--- config.mk ---
export PLATFORM = sky130hd
export DESIGN_NAME = return_addr_stack
export DESIGN_NICKNAME = d
export VERILOG_FILES = /design/src/rtl/return_addr_stack.sv
export SDC_FILE = /design/constraint.sdc
export NUM_CORES = 1
export LEC_CHECK = 0
export ABC_AREA = 0
export BUFFER_PORTS_ARGS = -buffer_cell sky130_fd_sc_hd__buf_2
export CORE_ASPECT_RATIO = 1.25
export CORE_MARGIN = 3
export CORE_UTILIZATION = 50
export CTS_CLUSTER_SIZE = 40
export DETAILED_ROUTE_END_ITERATION = 16
export GPL_ROUTABILITY_DRIVEN = 0
export MAX_ROUTING_LAYER = met4
export PLACE_DENSITY_LB_ADDON = 0.08
export REMOVE_ABC_BUFFERS = 1
export SLEW_MARGIN = 30
export SYNTH_ARGS = -nofsm -noshare
export SYNTH_HDL_FRONTEND = slang
export SYNTH_SLANG_ARGS = --single-unit
--- constraint.sdc ---
create_clock -name clk_i -period 8.4 [get_ports clk_i]
set_input_delay 0.42 -clock clk_i [delete_from_list [all_inputs] [get_ports clk_i]]
set_output_delay 0.42 -clock clk_i [all_outputs]
set_load 0.01 [all_outputs]
--- src/rtl/return_addr_stack.sv ---
// Return-address stack: circular link-address storage for next-PC prediction.
// Optional RAS_EVENT_CNT_EN adds saturating overflow/underflow event counters.
module return_addr_stack #(
  parameter int DEPTH = 4,
  parameter int VLEN  = 64
) (
  input  logic                       clk_i,
  input  logic                       rst_i,
  input  logic                       flush_i,
  input  logic                       push_i,
  input  logic                       pop_i,
  input  logic [VLEN-1:0]            pc_i,
  input  logic                       is_rvc_i,
`ifdef RAS_EVENT_CNT_EN
  output logic [15:0]                ovf_cnt_o,
  output logic [15:0]                unf_cnt_o,
`endif
  output logic [VLEN-1:0]            top_addr_o,
  output logic                       top_valid_o,
  output logic [$clog2(DEPTH):0]     count_o,
  output logic                       full_o
);

  localparam int PW = $clog2(DEPTH);
  localparam int CW = PW + 1;

  logic [VLEN-1:0] mem [DEPTH];
  logic [PW-1:0]   tos;
  logic [PW-1:0]   tos_inc;
  logic [PW-1:0]   tos_dec;
  logic [CW-1:0]   count;
  logic [VLEN-1:0] link;
  logic            empty;
  logic            full;
  logic            do_push;
  logic            do_swap;
  logic            do_pop;

  assign link    = pc_i + (is_rvc_i ? VLEN'(2) : VLEN'(4));
  assign empty   = (count == '0);
  assign full    = (count == CW'(DEPTH));
  assign tos_inc = tos + PW'(1);
  assign tos_dec = tos - PW'(1);

  // push+pop on an empty stack degenerates to a plain push
  assign do_push = push_i && (!pop_i || empty);
  assign do_swap = push_i && pop_i && !empty;
  assign do_pop  = pop_i && !push_i && !empty;

  always_ff @(posedge clk_i) begin
    if (rst_i) begin
      for (int i = 0; i < DEPTH; i++) mem[i] <= '0;
      tos   <= '0;
      count <= '0;
    end else if (flush_i) begin
      count <= '0;
    end else if (do_push) begin
      tos          <= tos_inc;
      mem[tos_inc] <= link;
      if (!full) count <= count + CW'(1);
    end else if (do_swap) begin
      mem[tos] <= link;
    end else if (do_pop) begin
      tos   <= tos_dec;
      count <= count - CW'(1);
    end
  end

  assign top_addr_o  = mem[tos];
  assign top_valid_o = !empty;
  assign count_o     = count;
  assign full_o      = full;

`ifdef RAS_EVENT_CNT_EN
  logic ovf_evt;
  logic unf_evt;

  assign ovf_evt = !flush_i && push_i && !pop_i && full;
  assign unf_evt = !flush_i && pop_i && !push_i && empty;

  always_ff @(posedge clk_i) begin
    if (rst_i) begin
      ovf_cnt_o <= '0;
      unf_cnt_o <= '0;
    end else begin
      if (ovf_evt && ovf_cnt_o != 16'hFFFF)
        ovf_cnt_o <= ovf_cnt_o + 16'd1;
      if (unf_evt && unf_cnt_o != 16'hFFFF)
        unf_cnt_o <= unf_cnt_o + 16'd1;
    end
  end
`endif

endmodule
## Yosys cells after proc, flatten, opt, wreduce, memory -nomap -nowiden

Memory sizes are Yosys's and may differ from the RTL's. A register that Yosys moved wholly into a read port is not among the register bits.
Index checks and enable logic that the tools add are counted.

- Bits of input ports: 70
- Memories: 1
- Word-level logic and storage cells: 55
- Memory bits (writable): 256
- Bits in registers: 5

Memory list:

| name | words | bits a word | read ports | clocked after memory_dff | wr ports | RTL line | text |
|---|---|---|---|---|---|---|---|
| mem | 4 | 64 | 1 | 1 | 4 | 27 | `logic [VLEN-1:0] mem [DEPTH];` |

- Muxes and demuxes: 27
- $add $sub $neg: 5
- Reductions and logical operators: 16
- Equal/unequal tests: 3
- Bitwise operators: 1

Operators with widths:

| kind | count |
|---|---|
| $mux W64 | 2 |
| $reduce_or A64 Y1 | 2 |
| $add A64 B3 Y64 | 1 |
| $mux W3 | 5 |
| $mux W2 | 7 |
| $mux W1 | 13 |
| $reduce_and A3 Y1 | 2 |
| $logic_and A1 B1 Y1 | 5 |
| $ne A2 B2 Y1 const B | 2 |
| $add A3 B1 Y3 const B | 1 |
| $eq A3 B3 Y1 const B | 1 |
| $logic_not A1 Y1 | 3 |
| $logic_not A3 Y1 | 1 |
| $sub A3 B1 Y3 const B | 1 |
| $add A2 B1 Y2 const B | 1 |
| $reduce_bool A2 Y1 | 1 |
| $reduce_or A2 Y1 | 1 |
| $sub A2 B1 Y2 const B | 1 |
| $logic_or A1 B1 Y1 | 1 |
| $not A1 Y1 | 1 |

## Depth between registers and ports, before layout

- Depth after elaboration: 10
- Depth in mapped cells: 10
- Depth with buffers taken out: 9

## Worst setup path after synthesis

OpenSTA, ideal clock, no wires.

- Path type: register to register
- Start: register count[1], in the netlist count_o[1]
- End: memory mem[3][0] (enable)
- Buffers on the path: 1
- Stages on the path, launching flop included: 5
- Path slack: 2070 ps
- Setup time: 582 ps
- Clock period less this slack: 6330 ps
- Arrival time: 5749 ps
- Cell sequence: dfxtp_1 > clkbuf_1 > o31ai_4 > xnor2_1 > o31ai_1

RTL lines:

| item | RTL line | text |
|---|---|---|
| start: declaration | 31 | `logic [CW-1:0] count;` |
| start signal: assignment | 60 | `if (!full) count <= count + CW'(1);` |
| start signal: assignment | 65 | `count <= count - CW'(1);` |
| end: declaration | 27 |  |

==> results.cfg <==
[status]
outcome = complete, no violations

[critical_path]
crit_path_max_fanout = 65
reg2reg_slack_ns = 4.86
end_kind = flip-flop
cp.arrival_ns = 3.76
criticalPathCategory = flip-flop to flip-flop
r2r_cells = 5
start_kind = flip-flop
required_ns = 8.62
crit_start = count_o[0]
reg2reg_from = count_o[0]
regToRegEndpoint = mem[1][19]
crit_end = mem[1][19]

[layout]
final_common_cell = edfxtp_1
nNetsFinal = 1138
fin_area_um2 = 14540
layout_common_cells = 256 x edfxtp_1, 155 x nor2_1, 138 x buf_2
drive_gt1_frac = 0.2629
fin_cells = 1417
syn_to_final_growth_pct = 15.95

[timing]
rsz0062_at_grt = false
setup_tns_ns = 0
relSlewSlack = 0.3753
max_freq_mhz = 282.6
fin_skew_ns = 0.008777
worst_pin_slew_ns = 0.9371
hold_violations = 0
fin_crit_sh = 0.4213
setup_viol = 0
period_minus_slack_ns = 3.539
finalMaxSlewViolations = 0

[synth]
synth_top_cells_by_area = edfxtp_1 61%, mux4_2 11%, nor2_1 4.6%, a21oi_1 3.7%, xor2_1 1.8%
synth-edff-count = 256
seq_area_frac_synth = 0.6244
synth_fa_ha_area_frac = 0.004591
syn_inst = 936
yosys_most_used_dff = edfxtp_1
ys_ff_latch = 263
muxShareOfSynthArea = 0.1166
postSynth.asyncResetShare = 0
synth_top_area_frac = 0.6132
synth_area_um2 = 12540
synth_area_leader_cell = edfxtp_1
synth_top_family_by_area = simple AND/OR/NAND/NOR gates
synth_xor_xnor_area_share = 0.02934
synth.distinct_cells = 55
synth_compound_area_frac = 0.05430
yosys.area_share.simple = 0.1457
syn_avg_cell_area_um2 = 13.39
yosysWarnings = 0

[routing]
ant_nets = 0
initialDrtViolationCount = 718
drt-pass1-iter-count = 5
routed_via_density = 5.932
wl_per_cell_um = 22.20
vias = 8406
drc_errors = 0
wirelength_um = 31460

[hold_path]
hold_path_class = primary input to flip-flop
holdPathStages = 2

[cts]
cts-root-buf = clkbuf_16
tritoncts.num_buffers = 27
clock_path_buffers = 3
h-tree-depth = 1
cts_sinks = 263
worstSkewPairLatency_ns = 0.53
cts_hold_buf = 0
cts.clk_slew.worst_paths_ns = 0.06
cts_tree = yes
postCtsSetupBuffers = 0
postCtsResizedCells = 0

[die]
die_w_um = 147.6
rows = 64
die_area_um2 = 27020
core_um2 = 24580
start_util = 0.5099
io_pins = 139
die-height_um = 183.0

[global_routing]
grt_pass1_vias = 8635
antenna_found_initial = 3
grt_busiest_layer = met2
grt_pass1_wl_um = 48500
grt_max_degree = 66
grt_usage = 0.2392
use_met3 = 0.02447
met2_usage = 0.4039
gr-usage-met1 = 0.3112
grt_overflow = 0

[power_and_ir_drop]
p_leak_nw = 5.234
ir_drop_uv = 169.4
p_per_area_nw_per_um2 = 214.5

[placed_design]
placed_cells = 1365
io_buffers = 138
dp_hpwl_um = 18920
postPlaceCellArea_um2 = 13590

[flow_run]
maxCapViolCount = 0
-- kinds of logic after synthesis --
| logic type | Yosys count |
|---|---|
| muxes | 66 |
| adders and majority gates | 4 |
| buffers and inverters | 77 |
| and+or+nand+nor | 359 |
| DFF | 263 |
| AOI/OAI and AO/OA | 125 |
| xor gates and xnor gates | 42 |
-- how the worst min path moves through the flow --
stage	start	endpoint	slack, ns
global placement	tos[1]	flip-flop	0.63
global route	rst_i	count_o[0]	0.18
floorplan	rst_i	count_o[0]	0.50
CTS	rst_i	count_o[0]	0.14
detailed placement	tos[1]	flip-flop	0.61
finish	rst_i	count_o[0]	0.15
-- stage by stage --
| stage | hold slack [ns] | util | worst slack, ns | total power, W |
|---|---|---|---|---|
| final | 0.1542 | 0.5913 | 4.861 | 0.003117 |
| after CTS | 0.1375 | 0.5908 | 4.827 | 0.003140 |
| after global routing | 0.1758 | 0.5913 | 4.696 | 0.003219 |
| after detailed placement | 0.6053 | 0.5529 | 4.464 | 0.001895 |
| after global placement | 0.6337 | 0.5517 | 4.536 | 0.001891 |
| after floorplan | 0.4967 | - | 0.8496 | 0.001756 |
-- critical path: stages, from the launching register on --
cell     delay [ns]
dfxtp_1        0.41
o31ai_4        0.45
xnor2_1        0.24
or3_4          0.80
nand2_2        0.75
buf_4          0.53
-- where the power goes --
| part | switching (W) | total (W) | leakage [nW] | internal [W] |
|---|---|---|---|---|
| registers | 0.0000264 | 0.00154 | 2.71 | 0.00151 |
| clock network | 0.000510 | 0.00126 | 0.435 | 0.000746 |
| logic | 0.000195 | 0.000326 | 2.09 | 0.000131 |
| total | 0.000731 | 0.00312 | 5.23 | 0.00239 |
-- registers in the layout, indices dropped and copies added (netlist names), named ones only --
signal   cells
count_o      3
tos          2
mem        256
-- cell type report --
type	count	area, µm²
Multi-Input combinational cell	596	4446
Timing Repair Buffer	150	808.3
Tap cell	330	412.9
Inverter	26	97.59
Antenna cell	3	7.507
Clock inverter	20	247.7
Clock buffer	29	683.2
Sequential cell	263	7833
Fill cell	2059	10050
-- synthesized netlist by cell type (4+ instances only) --
| cell | instances |
|---|---|
| nand3_1 | 27 |
| nor4_1 | 10 |
| nand4b_1 | 5 |
| and4_1 | 7 |
| xor2_1 | 26 |
| or3_1 | 11 |
| nand4_1 | 25 |
| o31ai_1 | 7 |
| buf_2 | 4 |
| nor3_1 | 28 |
| and2_1 | 4 |
| or4_1 | 6 |
| and3_1 | 8 |
| dfxtp_1 | 7 |
| mux4_2 | 64 |
| clkbuf_1 | 35 |
| nand2_1 | 45 |
| inv_1 | 26 |
| xnor2_1 | 16 |
| buf_1 | 7 |
| a21oi_1 | 92 |
| nor2_1 | 155 |
| o21ai_0 | 18 |
| edfxtp_1 | 256 |
-- layer usage --
metal / part of all wire / routed length [µm]
met5: 0 / 0
met2: 0.51 / 16150
met3: 0.056 / 1765
met4: 0.026 / 804
met1: 0.40 / 12740
No activity file was read; power rests on OpenSTA's default activity.
